==> src/rtl/jtpopeye_pkg.sv <==
// Shared definitions for the Popeye security-device bus master:
// state encoding, default strobe hold and the latched command record.
package jtpopeye_pkg;

    localparam int ACC_TICKS_DEF = 2;

    localparam logic [2:0] ST_IDLE     = 3'd0;
    localparam logic [2:0] ST_PUSH_A   = 3'd1;
    localparam logic [2:0] ST_PUSH_B   = 3'd2;
    localparam logic [2:0] ST_WR_SHIFT = 3'd3;
    localparam logic [2:0] ST_RD_WAIT  = 3'd4;
    localparam logic [2:0] ST_RD_CAP   = 3'd5;
    localparam logic [2:0] ST_GAP      = 3'd6;

    typedef struct packed {
        logic [1:0] push;
        logic [7:0] data_a;
        logic [7:0] data_b;
        logic [2:0] shift;
    } sec_cmd_t;

    // A push count of 3 behaves as 2.
    function automatic logic [1:0] clamp_push(input logic [1:0] p);
        return (p == 2'd3) ? 2'd2 : p;
    endfunction

endpackage

==> src/rtl/jtpopeye_sec_strobe.sv <==
// Cen-gated down-counter timing how long each bus phase is held.
// zero_o is high on the final tick of a phase loaded with length len_i.
module jtpopeye_sec_strobe (
    input  logic       clk,
    input  logic       rst_n,
    input  logic       cen_i,
    input  logic       load_i,
    input  logic [3:0] len_i,
    output logic       zero_o
);

    logic [3:0] cnt_q;
    logic [3:0] cnt_d;

    // next count: reload on phase entry, otherwise count down to zero and stay
    always_comb begin
        cnt_d = cnt_q;
        if (load_i) begin
            cnt_d = len_i - 4'd1;
        end else if (cnt_q != 4'd0) begin
            cnt_d = cnt_q - 4'd1;
        end else begin
            cnt_d = cnt_q;
        end
    end

    // counter register
    always_ff @(posedge clk or negedge rst_n) begin
        if (!rst_n) begin
            cnt_q <= 4'd0;
        end else if (cen_i) begin
            cnt_q <= cnt_d;
        end
    end

    assign zero_o = (cnt_q == 4'd0);

endmodule

==> src/rtl/jtpopeye_sec_master.sv <==
// Bus master for the Popeye security device: pushes up to two data bytes,
// writes the shift amount, then reads back the shifted result byte.
module jtpopeye_sec_master
    import jtpopeye_pkg::*;
#(
    parameter int ACC_TICKS = ACC_TICKS_DEF
) (
    input  logic       clk,
    input  logic       rst_n,
    input  logic       cen,
    input  logic       req,
    input  logic [1:0] push,
    input  logic [7:0] data_a,
    input  logic [7:0] data_b,
    input  logic [2:0] shift,
    output logic       busy,
    output logic       done,
    output logic [7:0] result,
    output logic       sec_cs,
    output logic       sec_a0,
    output logic       sec_wr_n,
    output logic       sec_rd_n,
    output logic [7:0] sec_dout,
    input  logic [7:0] sec_din
);

    logic [2:0] st_q, st_d;
    logic [2:0] gap_nxt_q, gap_nxt_d;
    sec_cmd_t   cmd_q, cmd_d;
    logic [7:0] result_q, result_d;
    logic       busy_q, done_q;
    logic       cs_q, cs_d, a0_q, a0_d, wr_q, wr_d, rd_q, rd_d;
    logic [7:0] dout_q, dout_d;
    logic       accept_s, load_s, zero_s;
    logic [3:0] len_s;

    assign accept_s = (st_q == ST_IDLE) && req;

    // command capture on acceptance
    always_comb begin
        cmd_d = cmd_q;
        if (accept_s) begin
            cmd_d.push   = clamp_push(push);
            cmd_d.data_a = data_a;
            cmd_d.data_b = data_b;
            cmd_d.shift  = shift;
        end else begin
            cmd_d = cmd_q;
        end
    end

    // sequencing; every write phase returns through GAP, which remembers its successor
    always_comb begin
        st_d      = st_q;
        gap_nxt_d = gap_nxt_q;
        result_d  = result_q;
        case (st_q)
            ST_IDLE: begin
                if (accept_s) begin
                    st_d = (cmd_d.push != 2'd0) ? ST_PUSH_A : ST_WR_SHIFT;
                end else begin
                    st_d = ST_IDLE;
                end
            end
            ST_PUSH_A: begin
                if (zero_s) begin
                    st_d      = ST_GAP;
                    gap_nxt_d = (cmd_q.push == 2'd2) ? ST_PUSH_B : ST_WR_SHIFT;
                end else begin
                    st_d = ST_PUSH_A;
                end
            end
            ST_PUSH_B: begin
                if (zero_s) begin
                    st_d      = ST_GAP;
                    gap_nxt_d = ST_WR_SHIFT;
                end else begin
                    st_d = ST_PUSH_B;
                end
            end
            ST_WR_SHIFT: begin
                if (zero_s) begin
                    st_d      = ST_GAP;
                    gap_nxt_d = ST_RD_WAIT;
                end else begin
                    st_d = ST_WR_SHIFT;
                end
            end
            ST_GAP:    st_d = gap_nxt_q;
            ST_RD_WAIT: begin
                if (zero_s) begin
                    st_d     = ST_RD_CAP;
                    result_d = sec_din;
                end else begin
                    st_d = ST_RD_WAIT;
                end
            end
            ST_RD_CAP: st_d = ST_IDLE;
            default:   st_d = ST_IDLE;
        endcase
    end

    // bus decode for the state being entered, so the pins are registered
    always_comb begin
        cs_d   = 1'b1;
        a0_d   = a0_q;
        wr_d   = 1'b1;
        rd_d   = 1'b1;
        dout_d = dout_q;
        case (st_d)
            ST_PUSH_A:   begin cs_d = 1'b0; a0_d = 1'b1; wr_d = 1'b0; dout_d = cmd_d.data_a; end
            ST_PUSH_B:   begin cs_d = 1'b0; a0_d = 1'b1; wr_d = 1'b0; dout_d = cmd_d.data_b; end
            ST_WR_SHIFT: begin cs_d = 1'b0; a0_d = 1'b0; wr_d = 1'b0; dout_d = {5'b0, cmd_d.shift}; end
            ST_RD_WAIT:  begin cs_d = 1'b0; a0_d = 1'b0; rd_d = 1'b0; end
            default:     begin cs_d = 1'b1; wr_d = 1'b1; rd_d = 1'b1; end
        endcase
    end

    // read phase is one tick longer to cover the device output register
    assign load_s = (st_d != st_q);
    assign len_s  = (st_d == ST_RD_WAIT) ? 4'(ACC_TICKS + 1) : 4'(ACC_TICKS);

    jtpopeye_sec_strobe u_strobe (
        .clk    (clk),
        .rst_n  (rst_n),
        .cen_i  (cen),
        .load_i (load_s),
        .len_i  (len_s),
        .zero_o (zero_s)
    );

    // state and output registers
    always_ff @(posedge clk or negedge rst_n) begin
        if (!rst_n) begin
            st_q      <= ST_IDLE;
            gap_nxt_q <= ST_IDLE;
            cmd_q     <= '0;
            result_q  <= 8'd0;
            busy_q    <= 1'b0;
            done_q    <= 1'b0;
            cs_q      <= 1'b1;
            a0_q      <= 1'b1;
            wr_q      <= 1'b1;
            rd_q      <= 1'b1;
            dout_q    <= 8'd0;
        end else if (cen) begin
            st_q      <= st_d;
            gap_nxt_q <= gap_nxt_d;
            cmd_q     <= cmd_d;
            result_q  <= result_d;
            busy_q    <= (st_d != ST_IDLE);
            done_q    <= (st_d == ST_RD_CAP);
            cs_q      <= cs_d;
            a0_q      <= a0_d;
            wr_q      <= wr_d;
            rd_q      <= rd_d;
            dout_q    <= dout_d;
        end
    end

    assign busy     = busy_q;
    assign done     = done_q;
    assign result   = result_q;
    assign sec_cs   = cs_q;
    assign sec_a0   = a0_q;
    assign sec_wr_n = wr_q;
    assign sec_rd_n = rd_q;
    assign sec_dout = dout_q;

endmodule
==> config.mk <==
export PLATFORM = sky130hd
export DESIGN_NAME = jtpopeye_sec_master
export DESIGN_NICKNAME = d
export VERILOG_FILES = /design/src/rtl/jtpopeye_pkg.sv /design/src/rtl/jtpopeye_sec_strobe.sv /design/src/rtl/jtpopeye_sec_master.sv
export SDC_FILE = /design/constraint.sdc
export NUM_CORES = 1
export LEC_CHECK = 0
export BUFFER_PORTS_ARGS = -buffer_cell sky130_fd_sc_hd__buf_2
export CAP_MARGIN = 20
export CORE_MARGIN = 8
export CORE_UTILIZATION = 30
export CTS_BUF_LIST = sky130_fd_sc_hd__clkbuf_8
export CTS_CLUSTER_DIAMETER = 40
export DETAILED_ROUTE_END_ITERATION = 10
export GPL_ROUTABILITY_DRIVEN = 0
export SKIP_CTS_REPAIR_TIMING = 1
export SYNTH_ARGS = -nofsm -noshare
export SYNTH_HDL_FRONTEND = slang
export SYNTH_SLANG_ARGS = --single-unit
==> constraint.sdc <==
create_clock -name clk -period 6.5 [get_ports clk]
set_input_delay 1.625 -clock clk [delete_from_list [all_inputs] [get_ports clk]]
set_output_delay 1.625 -clock clk [all_outputs]
set_load 0.1 [all_outputs]
Word level (Yosys, flattened, before mapping)
Cells that the tools add are included.
- shift-type cells: 0
- order comparisons: 0
- divide/modulo/power cells: 0
- reduce and logical (&&, ||, !) cells: 19
- add/subtract/negate cells: 2
- multipliers: 0
- mux-type cells: 22
- equal/unequal tests: 16
- bitwise logic cells: 0
- operator list (operator ; number):
    one-hot mux 8 bit (3 select lines) ; 1
    two-way mux 21 bit ; 1
    two-way mux 3 bit ; 6
    one-hot mux 3 bit (6 select lines) ; 1
    equality test 3 x 2 -> 1 bit, second input constant ; 4
    equality test 3 bit, second input constant ; 4
    one-hot mux 3 bit (3 select lines) ; 1
    nonzero test 3 bit ; 3
    two-way mux 4 bit ; 2
    equality test 3 x 1 -> 1 bit, second input constant ; 2
    two-way mux 1 bit ; 6
    two-way mux 2 bit ; 3
    != test 2 x 1 -> 1 bit, second input constant ; 3
    AND reduction 2 bit ; 3
    nonzero test 2 bit ; 3
    AND reduction 5 bit ; 1
    equality test 2 bit, second input constant ; 2
    logical NOT 4 bit ; 1
    nonzero test 4 bit ; 1
    OR reduction 2 bit ; 2
    OR reduction 4 bit ; 1
    subtractor 4 x 1 -> 4 bit, second input constant ; 1
    logical NOT 3 bit ; 1
    != test 3 bit ; 1
    5 further kinds ; 5
- output and inout bits: 22
- word-level logic and storage cells: 74
- RAM bits: 0
- bits in latches: 0
- ROM bits: 0
- memories kept: 0
- input bits: 33
- flip-flop bits (word level): 53

Logic depth before layout (Yosys ltp)
Gate-level depths: netlist (run 1).
- depth in word-level cells: 11
- mapped depth: 9
- gate-level depth less buffers: 8

By module
Synthesis (run 1) repeated with hierarchy kept, for this count alone.
- cells, all modules: 262
- area total of the unflattened synthesis: 2691.3 um2
- modules (own cells, without submodules) (module ; sequential area each (um2) ; area an instance (um2) ; cells an instance ; instances):
    jtpopeye_sec_master ; 1231.2 ; 2426.1 ; 233 ; 1
    jtpopeye_sec_strobe ; 100.1 ; 265.3 ; 29 ; 1

Worst setup path after synthesis (run 1)
OpenSTA, ideal clock, no wires.
- path type: in2reg
- start: input port req
- end: register dout_q[3], in the netlist sec_dout[3]
- slack: 3.436 ns
- required time: 6.377 ns
- arrival: 2.941 ns
- setup time: 0.123 ns
- path buffers: 1
- cell stages on the path: 7
- cell sequence: or4b_1 buf_2 nor3_4 a221oi_2 a21o_1 a221oi_2 nor2_1
- word-level cells in the longest chain between the ends: 9
- elaborated cells on any way between the ends: 12
- classes of those cells: eq/ne: 3; mux: 5; reduce/logical: 4
- RTL lines (what ; RTL line ; RTL):
    start, declared ; jtpopeye_sec_master.sv:11 ; input logic req,
    logical AND 1 bit * ; jtpopeye_sec_master.sv:37 ; assign accept_s = (st_q == ST_IDLE) && req;
    two-way mux 21 bit ; jtpopeye_sec_master.sv:42 ; if (accept_s) begin
    nonzero test 2 bit ; jtpopeye_sec_master.sv:60 ; st_d = (cmd_d.push != 2'd0) ? ST_PUSH_A : ST_WR_SHIFT;
    two-way mux 2 bit ; jtpopeye_sec_master.sv:60 ;
    two-way mux 2 bit ; jtpopeye_sec_master.sv:59 ; if (accept_s) begin
    one-hot mux 3 bit (6 select lines) ; jtpopeye_sec_master.sv:57 ; case (st_q)
    equality test 3 x 2 -> 1 bit / equality test 3 x 1 -> 1 bit (equally long branches) ; jtpopeye_sec_master.sv:110 ; case (st_d)
    nonzero test 3 bit (no source line) ; - ;
    AND reduction 2 bit (no source line) ; - ;
    end signal, assigned ; jtpopeye_sec_master.sv:157 ; dout_q <= dout_d;
    end, declared ; jtpopeye_sec_master.sv:33 ; logic [7:0] dout_q, dout_d;
Mark *: on every way between the ends. The rest lies on a longest branch, timed or not.
A chain may end at the register's enable or synchronous reset.

Final worst setup path (run 1)
- start: input port req
- end: register dout_q[7], in the netlist sec_dout[7]
Same word-level chain as after synthesis.

==> results of run 1 <==
==> worst max-delay path: stages <==
cell and delay (ns):
buf_2 0.11, or4b_1 0.42, nor3_4 0.06, a31oi_1 0.38
buf_4 0.27, and2b_2 0.30, a221oi_2 0.28, nor2_1 0.07
==> metrics by stage <==
stage,instance area (sq um),utilization (%)
2_1_floorplan,2610,-
3_3_place_gp,2970,34.5
3_5_place_dp,2980,34.6
4_1_cts,3100,36.0
5_1_grt,3100,36.0
6_report,3100,36.0
==> area by class of cell <==
cell class                      instances  area (sq um)
Fill cell                             875          5500
Clock buffer                            6          82.6
Timing Repair Buffer                   57           293
Inverter                                7          26.3
Tap cell                              108           135
Multi-Input combinational cell        160          1190
Clock inverter                          2          37.5
Sequential cell                        53          1330
==> final timing paths <==
kind	endpoint	slack [ns]	cells past startpoint
max	sec_dout[7]	3.18	8
min	cmd_q[19]	0.50	2
max reg2reg	sec_dout[7]	3.73	8
min reg2reg	cmd_q[19]	0.50	2
max in group asynchronous	cmd_q[3]	4.62	2
min in group asynchronous	result[6]	1.42	2
==> layout by cell type (no fill, tap or decap), drive strengths merged, types with 2 or more instances in the layout <==
cell type	netlist	routed
a21oi	7	7
a221oi	7	7
buf	9	57
clkbuf	2	6
dfrtp	49	49
dfstp	4	4
inv	7	7
mux2	32	32
nand2	29	29
nand2b	3	3
nand3	2	2
nor2	22	22
nor2b	2	2
nor3	6	6
nor3b	2	2
nor4b	2	2
o21ai	13	13
o22ai	4	4
o31ai	4	4
or4b	2	2
==> registers in the layout (all words and copies together) (netlist names) <==
| signal | cells |
|---|---|
| st_q | 3 |
| sec_rd_n | 1 |
| busy | 1 |
| sec_wr_n | 1 |
| sec_cs | 1 |
| u_strobe.cnt_q | 4 |
| sec_a0 | 1 |
| cmd_q | 21 |
| result | 8 |
| sec_dout | 8 |
| done | 1 |
| gap_nxt_q | 3 |
==> layer usage <==
layer	track usage (%)	up-vias	wire length (microns)
met2	16.3	44	2630
met4	2.70	0	36
met3	3.61	5	438
met1	13.5	956	2740
met5	0	-	0
li1	-	938	-
==> cell families after synthesis <==
family | after synthesis | share of synthesized area, %
simple gates | 77 | 15.7
xor+xnor | 1 | 0.336
compound gates | 49 | 15.3
buf+inv | 18 | 3.26
flops | 53 | 51.1
mux | 32 | 13.8
fa+ha+maj | 1 | 0.480
==> summary.md, run 1 <==
| Metric | Value |
|---|---|
| Status | finished, final reports clean |
| Initial Util | 30.3% |
| Deepest clock path buffer count | 2 |
| I/O pins | 55 |
| Worst EP required | 6.70 ns |
| Grt ovf | 0 |
| Cell variety after synth | 53 |
| Max-slew violations | 0 |
| Dpl ws | 2.86 ns |
| Yosys warns | 0 |
| Arrival time worst endpoint | 3.51 ns |
| DP HPWL | 4320 microns |
| Routed Antenna Nets | 0 |
| Achievable Freq | 0.302 GHz |
| H-tree depth | 2 |
| Most common cell in the synthesized netlist | dfrtp_1 |
| Most used flip-flop cell after synthesis | dfrtp_1 |
| First-pass GRT wire length | 10000 microns |
| Synth Register Bits | 53 |
| Layout cell share with drive strength beyond 1 | 40.7% |
| Post-synthesis net count | 265 |
| Die Wd | 109 microns |
| Die Y | 109 microns |
| Async SR Flop Fraction | 100% |
| HP Start | cmd_q[19] |
| CTS tree | built |
| Skew-Pair Late Insertion Delay | 0.31 ns |
| # rows | 34 |
| Final Hold Viols | 0 |
| Vias per cell | 4.94 |
| Drt drc | 0 |
| Port Buf Inserts | 54 |
| Netlist Area Pre-Place | 2610 sq um |
| Area leader, netlist | dfrtp_1 |
| Rel. slew slack | 40.7% |
| Clock tree root buffer cell | clkbuf_8 |
| Worst reg2reg startpoint | u_strobe.cnt_q[0] |
| Worst slew pin tran | 0.887 ns |
| Synth area leaders | dfrtp_1, mux2_2, nand2_1, dfstp_2, a221oi_2 |
| Number of global-route vias before repair | 2054 |
| Post-layout nets | 318 |
| Drt wl/cell | 14.9 microns |
| Fin Hold WS | 0.500 ns |
| Worst setup path startpoint | req |
| DR iter-0 viols | 75 |
| Min cycle time layout | 3.32 ns |
| Worst-path maximum fanout | 10 |
| Max Cap Violations | 0 |
| Clock Skew | 0.00920 ns |
| Die area | 11900 sq um |
| Synthesis-to-layout area growth | 18.8% |
| Setup crit end kind | register |
| Critical path type | in -> reg |
| Clk sink count | 53 |
| Seq/Total Area, Yosys | 51.1% |
| CORE AREA | 8590 sq um |
| Synth Area per Inst | 11.3 sq um |
| Commonest cells post-synth | dfrtp_1, mux2_2, nand2_1 |
| Total track usage | 10.4% |
| Placed Cells | 385 |
| Startpoint Class | primary input |
| Fin Setup TNS | 0 ns |
| Ant. Diodes | 0 |
| Pre-antenna DRT Iters | 4 |
| Non-Filler Instances | 393 |
| Worst min path class | reg -> reg |
| RSZ-0062 raised after global routing | no |
| Largest net degree at the start of global routing | 54 |
| Final Routed Wirelength | 5850 microns |
| Syn Inst Count | 231 |
| Post-synth EDFFs | 0 |
| Via count | 1943 |
| Clk slew on worst S/H paths | 0.09 ns |
| Final setup vio count | 0 |
| Initial antenna violation count | 0 |
| Final period utilization | 51.0% |
| Final WS setup | 3.18 ns |
| Number of buffers created by CTS | 5 |
| Synth top area share | 47.0% |
Power of run 1 is left out: the tool's default activity adds up to more than one toggle a clock period on the data nets, which glitch-free logic cannot reach.
==> run 2: changes to the inputs <==
==> constraint.sdc (replaced) <==
create_clock -name clk -period 3.3 [get_ports clk]
set_input_delay 0.825 -clock clk [delete_from_list [all_inputs] [get_ports clk]]
set_output_delay 0.825 -clock clk [all_outputs]
set_load 0.1 [all_outputs]
==> summary.md, run 2 (synthesized netlist as in run 1, its figures left out) <==
| Metric | Value |
|---|---|
| Status | finished, final reports clean |
| Startpoint Class | register |
| H-tree depth | 2 (unchanged) |
| Via count | 1942 (-0.051%) |
| Die area | 11900 sq um (unchanged) |
| Deepest clock path buffer count | 2 (unchanged) |
| Clock Skew | 0.00392 ns (-0.00528 ns) |
| Setup crit end kind | register |
| Final Routed Wirelength | 5980 microns (+2.2%) |
| Skew-Pair Late Insertion Delay | 0.31 ns (about the same) |
| Die Y | 109 microns (unchanged) |
| Worst slew pin tran | 0.617 ns (-0.271 ns) |
| Ant. Diodes | 0 (unchanged) |
| Arrival time worst endpoint | 2.82 ns (-0.69 ns) |
| Worst reg2reg startpoint | u_strobe.cnt_q[0] |
| Final period utilization | 79.3% |
| Sequential cell area | 1330 sq um (unchanged) |
| Worst setup path startpoint | u_strobe.cnt_q[0] |
| Final instance area | 3090 sq um (-0.28%) |
| WL met3 | 386 microns (-12%) |
| Number of buffers created by CTS | 5 (unchanged) |
| Pre-antenna DRT Iters | 4 (unchanged) |
| Post-layout nets | 320 (+0.63%) |
| # rows | 34 (unchanged) |
| Routed Antenna Nets | 0 (unchanged) |
| Worst EP required | 3.50 ns (-3.20 ns) |
| Clk sink count | 53 (unchanged) |
| Min cycle time layout | 2.62 ns |
| Placed Area | 2990 sq um (+0.50%) |
| Most frequent cells in the layout | buf_2, dfrtp_1, mux2_2 |
| Largest Register | cmd_q |
| Rel. slew slack | 58.7% (+18 points) |
| Drt wl/cell | 15.1 microns (+1.7%) |
| Max Cap Violations | 0 (unchanged) |
| Port Buf Inserts | 54 (unchanged) |
| Drt drc | 0 (unchanged) |
| DP HPWL | 4480 microns (+3.6%) |
| CP Capture Point | sec_dout[3] |
| DR iter-0 viols | 115 (+53%) |
| Synthesis-to-layout area growth | 18.4% |
| Total track usage | 10.5% (+0.068 points) |
| Worst-path maximum fanout | 7 (-3) |
| Clock tree root buffer cell | clkbuf_8 |
| DRT met1 WL | 2880 microns (+5.3%) |
| RSZ-0062 raised after global routing | no |
| Worst min path class | in -> async |
| Fin Setup TNS | 0 ns (unchanged) |
| I/O pins | 55 (unchanged) |
| Core Util, Final | 35.9% (-0.10 points) |
| Clk slew on worst S/H paths | 0.09 ns (about the same) |
| Max-slew violations | 0 (unchanged) |
| Max FFs per register | 21 (unchanged) |
| Grt ovf | 0 (unchanged) |
| Vias per cell | 4.92 (-0.56%) |
| R2r endpoint | sec_dout[3] |
| Filler cells | 893 (+2.1%) |
| Layout cell share with drive strength beyond 1 | 41.1% (+0.41 points) |
| Die Wd | 109 microns (unchanged) |
| Achievable Freq | 0.382 GHz |
| Metal2 WL | 2650 microns (+0.68%) |
| Initial Util | 30.3% (unchanged) |
| Critical path type | reg -> reg |
| Worst reg2reg path depth | 7 (-1) |
| Largest net degree at the start of global routing | 34 (-37%) |
| First-pass GRT wire length | 10000 microns (+0.21%) |
| Reg-to-reg setup timing slack | 0.68 ns (-3.05 ns) |
| Dpl ws | 0.560 ns (-2.30 ns) |
| Top Metal Used | met4 |
| CTS tree | built |
| CORE AREA | 8590 sq um (unchanged) |
| Initial antenna violation count | 0 (unchanged) |
| Number of global-route vias before repair | 1990 (-3.1%) |
| Final Hold Viols | 0 (unchanged) |
| Final WS setup | 0.682 ns (-2.50 ns) |
| Area of the multi-input gates | 1190 sq um (unchanged) |
| Most common library cell in the layout ignoring fill and taps | buf_2 |
| Final setup vio count | 0 (unchanged) |
-- run 2: changes by cell type in the layout (fill, tap and decap cells not counted) --
cell	previous run	this run
clkinvlp_4	1	0
buf_4	3	5
clkinv_2	0	1
bufinv_16	1	0
clkinv_4	0	1
-- run 2: worst min-delay path by stage --
stage                          from           endpoint
after floorplan           cmd_q[19]          cmd_q[19]
after global placement    cmd_q[19]          cmd_q[19]
after detailed placement  cmd_q[19]          cmd_q[19]
after CTS                     rst_n        sec_dout[2]
after global routing          rst_n  u_strobe.cnt_q[1]
final                         rst_n  u_strobe.cnt_q[1]
-- run 2: layout make-up --
cell class | count | area share (%)
Clock buffer | 6 | 2.68
Clock inverter | 2 | 0.446
Inverter | 7 | 0.851
Multi-Input combinational cell | 160 | 38.5
Sequential cell | 53 | 43.1
Tap cell | 108 | 4.38
Timing Repair Buffer | 59 | 9.97
-- run 2: critical path, stage by stage, from the launching register on --
cell,delay [ns]
dfrtp_1,0.41
inv_1,0.08
ha_1,0.25
or4b_1,0.55
a31oi_1,0.53
and2b_2,0.35
a221oi_2,0.28
nor2_1,0.06
-- run 2: stage by stage --
step | hold slack (ns) | instances
2_1_floorplan | 0.445 | 231
3_3_place_gp | 0.461 | 387
3_5_place_dp | 0.470 | 387
4_1_cts | 0.480 | 395
5_1_grt | 0.502 | 395
6_report | 0.465 | 395
-- run 2: metal layers --
metal  vias up  track usage (%)
met5         -                0
met4         0             2.31
met3         8             3.13
met2        46             16.2
met1       944             14.2
li1        944                -
Power of run 2 is left out for the same reason.
==> run 3: changes to the inputs <==
==> constraint.sdc (replaced) <==
create_clock -name clk -period 2.3 [get_ports clk]
set_input_delay 0.575 -clock clk [delete_from_list [all_inputs] [get_ports clk]]
set_output_delay 0.575 -clock clk [all_outputs]
set_load 0.1 [all_outputs]
==> summary.md, run 3 (synthesized netlist as in run 1, its figures left out) <==
| Metric | Value |
|---|---|
| Status | finished, final reports clean |
| Final period utilization | 94.4% (+15 points) |
| Largest net degree at the start of global routing | 54 (+59%) |
| Final setup vio count | 0 (unchanged) |
| R2r endpoint | sec_dout[6] |
| Die Wd | 109 microns (unchanged) |
| Skew-Pair Late Insertion Delay | 0.30 ns (about the same) |
| Final Routed Wirelength | 6110 microns (+2.2%) |
| Worst EP required | 2.54 ns (-0.96 ns) |
| Port Buf Inserts | 54 (unchanged) |
| Pre-antenna DRT Iters | 4 (unchanged) |
| Non-Filler Instances | 410 (+3.8%) |
| Rel. slew slack | 66.2% (+7.5 points) |
| Max FFs per register | 21 (unchanged) |
| Ant. Diodes | 0 (unchanged) |
| Routed Antenna Nets | 0 (unchanged) |
| Clock tree root buffer cell | clkbuf_8 |
| Worst setup path startpoint | u_strobe.cnt_q[0] |
| First-pass GRT wire length | 10100 microns (+1.1%) |
| Die area | 11900 sq um (unchanged) |
| Via count | 1985 (+2.2%) |
| Worst reg2reg path depth | 10 (+3) |
| Max-slew violations | 0 (unchanged) |
| Deepest clock path buffer count | 2 (unchanged) |
| Total track usage | 10.7% (+0.16 points) |
| Grt ovf | 0 (unchanged) |
| Drt drc | 0 (unchanged) |
| Arrival time worst endpoint | 2.41 ns (-0.41 ns) |
| Post-layout nets | 335 (+4.7%) |
| Initial Util | 30.3% (unchanged) |
| Worst min path class | in -> async |
| Die Y | 109 microns (unchanged) |
| DR iter-0 viols | 87 (-24%) |
| Clk slew on worst S/H paths | 0.10 ns (about the same) |
| Layout cell share with drive strength beyond 1 | 46.0% (+4.9 points) |
| Placed Area | 3110 sq um (+4.1%) |
| Achievable Freq | 0.460 GHz (+21%) |
| H-tree depth | 2 (unchanged) |
| Core Util, Final | 38.1% (+2.2 points) |
| Most frequent cells in the layout | buf_2, dfrtp_1, mux2_2 |
| Worst reg2reg startpoint | u_strobe.cnt_q[0] |
| Worst-path maximum fanout | 7 (unchanged) |
| Number of buffers created by CTS | 5 (unchanged) |
| Initial antenna violation count | 0 (unchanged) |
| Worst slew pin tran | 0.511 ns (-0.106 ns) |
| Vias per cell | 4.84 (-1.5%) |
| Startpoint Class | register |
| I/O pins | 55 (unchanged) |
| Final Hold Viols | 0 (unchanged) |
| Final instance area | 3280 sq um (+6.2%) |
| Most common library cell in the layout ignoring fill and taps | buf_2 |
| CORE AREA | 8590 sq um (unchanged) |
| # rows | 34 (unchanged) |
| Critical path type | reg -> reg |
| Drt wl/cell | 14.9 microns (-1.5%) |
| Synthesis-to-layout area growth | 25.7% |
| CP Capture Point | sec_dout[6] |
| Max Cap Violations | 0 (unchanged) |
| Clk sink count | 53 (unchanged) |
| Reg-to-reg setup timing slack | 0.13 ns (-0.55 ns) |
| Min cycle time layout | 2.17 ns (-0.446 ns) |
| Setup crit end kind | register |
| Largest Register | cmd_q |
| Number of global-route vias before repair | 2048 (+2.9%) |
| Clock Skew | 0.00740 ns (+0.00348 ns) |
| CTS tree | built |
| DP HPWL | 4560 microns (+1.9%) |
| Placed Cells | 400 (+3.4%) |
-- run 3: metrics by stage --
stage | setup WS [ns] | hold slack [ns] | TNS, ns
after floorplan | 0.148 | 0.279 | 0
after global placement | 0.0307 | 0.468 | 0
after detailed placement | 0.0577 | 0.471 | 0
after CTS | 0.0360 | 0.253 | 0
after global routing | -0.000681 | 0.262 | -0.000681
final | 0.128 | 0.256 | 0
-- run 3: critical path, cell delays in order (launching register included) --
cell      delay, ns
dfrtp_1        0.40
inv_1          0.08
ha_2           0.20
or3b_4         0.42
o21ai_1        0.17
a211oi_2       0.10
buf_4          0.18
a21oi_4        0.24
buf_4          0.19
nor2_1         0.04
nor2_1         0.09
-- run 3: layer usage --
layer	up-vias	part of all wire (%)	global-route usage, %
met5	-	0	0
met4	0	1.3	2.99
met3	6	7.2	3.31
met2	52	46	16.8
li1	977	-	-
met1	950	46	13.8
-- run 3: layout make-up --
class / instances / area [sq um]
Clock buffer: 6 / 82.6
Clock inverter: 2 / 13.8
Fill cell: 872 / 5320
Inverter: 7 / 26.3
Multi-Input combinational cell: 160 / 1240
Sequential cell: 53 / 1330
Tap cell: 108 / 135
Timing Repair Buffer: 74 / 445
-- run 3: how the worst min path moves through the flow --
stage,start,endpoint,slack [ns]
finish,rst_n,result[4],0.26
global placement,cmd_q[19],cmd_q[19],0.47
floorplan,rst_n,busy,0.28
global route,rst_n,result[1],0.26
detailed placement,cmd_q[19],cmd_q[19],0.47
CTS,rst_n,result[1],0.25
Power of run 3 is left out for the same reason.
